### config.mk
export PLATFORM = sky130hd
export DESIGN_NAME = conv_encoder
export DESIGN_NICKNAME = d
export VERILOG_FILES = /design/src/rtl/viterbi_pkg.sv /design/src/rtl/conv_enc_step.sv /design/src/rtl/conv_encoder.sv
export SDC_FILE = /design/constraint.sdc
export NUM_CORES = 1
export LEC_CHECK = 0
export BUFFER_PORTS_ARGS = -buffer_cell sky130_fd_sc_hd__buf_2
export CAP_MARGIN = 20
export CORE_UTILIZATION = 45
export CTS_CLUSTER_DIAMETER = 80
export DETAILED_ROUTE_END_ITERATION = 8
export PLACE_DENSITY = 0.71
export SLEW_MARGIN = 20
export SYNTH_ARGS = -nofsm -noshare
export SYNTH_HDL_FRONTEND = slang
export SYNTH_SLANG_ARGS = --single-unit
### constraint.sdc
create_clock -name clk -period 8.3 [get_ports clk]
set_input_delay 2.075 -clock clk [delete_from_list [all_inputs] [get_ports clk]]
set_output_delay 2.075 -clock clk [all_outputs]
set_load 0.05 [all_outputs]
### src/rtl/viterbi_pkg.sv
// Shared definitions for the K=3 rate-1/2 convolutional encoder and
// its Viterbi decoder: word size, generator taps and FSM encoding.
package viterbi_pkg;

   localparam int VIT_DATA_W = 32;
   localparam int VIT_K      = 3;

   // Tap order for both generators is {u, s1, s2}, MSB first.
   localparam logic [VIT_K-1:0] VIT_G0 = 3'b111;
   localparam logic [VIT_K-1:0] VIT_G1 = 3'b101;

   typedef enum logic [1:0] {
      ST_IDLE   = 2'd0,
      ST_ENCODE = 2'd1,
      ST_DONE   = 2'd2
   } enc_state_t;

   // XOR of the register bits selected by a generator polynomial.
   function automatic logic tap_parity(
      input logic [VIT_K-1:0] g,
      input logic [VIT_K-1:0] r
   );
      return ^(g & r);
   endfunction

endpackage

### src/rtl/conv_enc_step.sv
// One trellis step of the convolutional code: maps the current input
// bit and the two-bit state to the pair of code bits.
module conv_enc_step
   import viterbi_pkg::*;
#(
   parameter logic [VIT_K-1:0] G0 = VIT_G0,
   parameter logic [VIT_K-1:0] G1 = VIT_G1
) (
   input  logic u,
   input  logic s1,
   input  logic s2,
   output logic c0,
   output logic c1
);

   // Pure parity of the selected taps; shared with the decoder.
   always_comb begin
      c0 = tap_parity(G0, {u, s1, s2});
      c1 = tap_parity(G1, {u, s1, s2});
   end

endmodule

### src/rtl/conv_encoder.sv
// Word-at-a-time rate-1/2 convolutional encoder: captures a word,
// encodes it LSB first one bit per cycle, then holds the result.
module conv_encoder
   import viterbi_pkg::*;
#(
   parameter int               DATA_W = VIT_DATA_W,
   parameter logic [VIT_K-1:0] G0     = VIT_G0,
   parameter logic [VIT_K-1:0] G1     = VIT_G1
) (
   input  logic                clk,
   input  logic                rst,
   input  logic [DATA_W-1:0]   in_stream,
   input  logic                in_valid,
   output logic                in_ready,
   output logic [2*DATA_W-1:0] out_stream,
   output logic                out_valid,
   input  logic                out_ready
);

   localparam int CNT_W = (DATA_W > 1) ? $clog2(DATA_W) : 1;
   localparam logic [CNT_W-1:0] CNT_LAST = CNT_W'(DATA_W - 1);

   enc_state_t state_q, state_d;

   logic [DATA_W-1:0]   sh_q, sh_d;
   logic [2*DATA_W-1:0] acc_q, acc_d;
   logic [2*DATA_W-1:0] out_q, out_d;
   logic [CNT_W-1:0]    cnt_q, cnt_d;
   logic                s1_q, s1_d;
   logic                s2_q, s2_d;

   logic accept;
   logic step;
   logic last_bit;
   logic u;
   logic c0;
   logic c1;

   assign accept   = (state_q == ST_IDLE) && in_valid;
   assign step     = (state_q == ST_ENCODE);
   assign last_bit = (cnt_q == CNT_LAST);
   assign u        = sh_q[0];

   conv_enc_step #(
      .G0 (G0),
      .G1 (G1)
   ) u_step (
      .u  (u),
      .s1 (s1_q),
      .s2 (s2_q),
      .c0 (c0),
      .c1 (c1)
   );

   // FSM state register.
   always_ff @(posedge clk or posedge rst) begin
      if (rst) begin
         state_q <= ST_IDLE;
      end else begin
         state_q <= state_d;
      end
   end

   // FSM next state: one word in flight at a time.
   always_comb begin
      state_d = state_q;
      unique case (state_q)
         ST_IDLE: begin
            if (in_valid) begin
               state_d = ST_ENCODE;
            end
         end
         ST_ENCODE: begin
            if (last_bit) begin
               state_d = ST_DONE;
            end
         end
         ST_DONE: begin
            if (out_ready) begin
               state_d = ST_IDLE;
            end
         end
         default: begin
            state_d = ST_IDLE;
         end
      endcase
   end

   // FSM outputs: handshakes are purely state-decoded, never both high.
   always_comb begin
      in_ready  = 1'b0;
      out_valid = 1'b0;
      unique case (state_q)
         ST_IDLE:   in_ready  = 1'b1;
         ST_DONE:   out_valid = 1'b1;
         default: begin
            in_ready  = 1'b0;
            out_valid = 1'b0;
         end
      endcase
   end

   // Datapath: capture on accept, shift one bit per ENCODE cycle, and
   // publish the finished codeword only on the terminal bit so the
   // visible output stays put until the next word completes.
   always_comb begin
      sh_d  = sh_q;
      acc_d = acc_q;
      out_d = out_q;
      cnt_d = cnt_q;
      s1_d  = s1_q;
      s2_d  = s2_q;
      if (accept) begin
         sh_d  = in_stream;
         acc_d = '0;
         cnt_d = '0;
         s1_d  = 1'b0;
         s2_d  = 1'b0;
      end else if (step) begin
         sh_d  = sh_q >> 1;
         acc_d = {c1, c0, acc_q[2*DATA_W-1:2]};
         s1_d  = u;
         s2_d  = s1_q;
         if (last_bit) begin
            out_d = acc_d;
         end else begin
            cnt_d = cnt_q + 1'b1;
         end
      end
   end

   // Datapath registers.
   always_ff @(posedge clk or posedge rst) begin
      if (rst) begin
         sh_q  <= '0;
         acc_q <= '0;
         out_q <= '0;
         cnt_q <= '0;
         s1_q  <= 1'b0;
         s2_q  <= 1'b0;
      end else begin
         sh_q  <= sh_d;
         acc_q <= acc_d;
         out_q <= out_d;
         cnt_q <= cnt_d;
         s1_q  <= s1_d;
         s2_q  <= s2_d;
      end
   end

   assign out_stream = out_q;

endmodule

==> metrics <==
status finished, final reports clean; final hold slack around 0.47 ns; TritonCTS clock tree built; Static Leak 4.018 nW; vias in the first global route 4,345; post-route ant nets 0; Post-Syn Instances around 590; total grt overflow 0; CP Capture Type output pin; Max FO, Critical Path 10; Fin. Hold Viols 0; area taken by multi-input logic gates 2226 um2; final period utilization 43.23%; ys flop type dfrtp_1; first-pass GRT wire length 21.78 mm; mapped cell area 6614 um2; synth-to-layout area growth 17.92%; Slew Limit Fails 0; clock skew 0.008307 ns; GR Util All Layers 18.84%; global routing usage on met3 5.304%; H-Tree Depth 4; CP startpoint kind flop; vias per inst 5.183; Rows 43; detailed placement HPWL 7.970 mm; worst vdd ir 261.5 uV; clk root buf clkbuf_16; WL/cell 14.91 um; Fill cells 1,225; initial core utilization 46.92%; max cap viols 0; synth top area cells dfrtp_1 63%, nand2_1 11%, mux2_2 11%; synth cell count leaders 191 x nand2_1, 167 x dfrtp_1, 65 x o21ai_0, 63 x mux2_2, 31 x a22oi_1; number of flops mapped to enable cells by yosys 0; Power Dens Cells slightly below 400 nW/um2; # DRC 0; # Post-CTS Setup Buffers 0; Post-Syn Nets 626; Tmin final roughly 3.6 ns; largest net degree at the start of global routing 108; Pre-antenna DRT Iters 4; core area around 14,000 um2; Die Area between 15,000 and 20,000 um2; CTS buffer count 17; Design Area, Final around 8000 um2; layout cell share with drive strength beyond 1 29.64%; Final GP Congestion 0.7154; Final #Nets about 710; Async SR Flop Fraction between 90% and 100%; M2 GR Usage approximately 29%; PostCTS Resize Cnt 0; clock transition at the registers of the reported paths 0.06 ns; final WL 12.90 mm; diode count 0; Setup TNS 0 ns; Yosys warnings 0; critical path type flop to output pin; die extent in x 123.2 um; Fmax achieved 0.2787 GHz; Sink Count between 150 and 200; antenna violations before repair 0; drt initial violations 282; met1 GRT Util 25.41%; Max-slew headroom 28.51%; Hold-fix buffers, CTS 0; count of different cell masters after synthesis 31; clock buffer depth 2; mean post-synth cell area 11.25 um2; #FFs+latches synth about 170; Die Height 123.2 um; Vias between 4,000 and 5,000; # IOs 102; crit path DAT between 1.5 and 2 ns; Most Used Layer, Global Route met2; FF/Latch Area around 4200 um2; Hold Crit Class flop to flop; cell area after placement 7189 um2; IO buf count 101; top-count cell post-synth nand2_1; RSZ-0062 raised after global routing no; clk_lat worst skew roughly 0.42 ns; Worst EP required 6.23 ns; post-synth top area cell dfrtp_1; final setup violation count 0; share of the synthesized area in the top cell type 63.19%; register area share after synthesis 63.19%; Slew @ Worst Pin 1.070 ns
routing by layer:
layer,routed length (um),vias to the layer above
met5,0,-
met4,121,0
met3,654,12
met2,6130,102
met1,5992,2225
li1,-,2144
kinds of logic after synthesis:
group,after synthesis,share of synthesized area [%]
compound gates,104,9.270
xor+xnor,3,0.3973
fa+ha+maj,2,0.3783
buf+inv,43,3.462
flops,167,63.19
mux,64,10.88
simple gates,205,12.43
registers in the layout, summed over array words and instances (netlist names):
name and count:
sh_q 32, acc_q 62, out_stream 64, state_q 2, s2_q 1, cnt_q 5
s1_q 1
through the flow:
stage	setup slack (ns)	utilization, %	power [W]	std cells
final	4.712	55.33	0.003069	865
after global routing	4.595	55.33	0.003262	865
after CTS	4.693	55.33	0.003107	865
after detailed placement	4.328	51.00	0.002285	834
after global placement	4.475	51.00	0.002241	834
after floorplan	1.707	-	0.002039	588
cell type report:
type                    instances  area share [%]
repair buffers                106           6.963
well taps                     180           2.888
multi-input cells             378           28.54
inverters                       3          0.2086
clock inverters                 7           1.508
clock buffers                  24           6.305
flip-flops and latches        167           53.59
power breakdown:
part	total (W)	switching, W	internal [W]
Clock	0.000805	0.000301	0.000504
Combinational	0.000952	0.000662	0.000291
Sequential	0.00131	0.000197	0.00111
worst max-delay path: stages, from the launching register on:
cell      delay [ns]
dfrtp_1         0.52
nand2b_1        0.22
inv_1           0.09
buf_2           0.27
final timing paths:
path,startpoint,endpoint,slack [ns],depth (start not counted)
setup reg to reg,state_q[0]$_DFFE_PP0P_,sh_q[9]$_DFFE_PP0P_,5.85,4
max in group asynchronous,rst,cnt_q[0]$_DFFE_PP0P_,5.08,3
min in group asynchronous,rst,out_stream[16]$_DFFE_PP0P_,1.88,2
hold reg to reg,sh_q[4]$_DFFE_PP0P_,sh_q[4]$_DFFE_PP0P_,0.47,2
hold / removal,sh_q[4]$_DFFE_PP0P_,sh_q[4]$_DFFE_PP0P_,0.47,2
setup / recovery,state_q[0]$_DFFE_PP0P_,out_valid,4.71,3
layout by cell type, fill, tap and decap left out, drive strengths merged, types with 2 or more instances in the layout:
master    instances
a22o              2
xnor2             2
bufinv            3
nor2              3
clkbuf           24
inv               3
buf             106
o22ai             2
a22oi            31
ha                2
o21ai            66
dfrtp           167
nand2b            2
nor2b             2
nor3b             2
clkinvlp          3
nand2           191
mux2             63
Note: power is estimated with default switching activity, not from simulation.
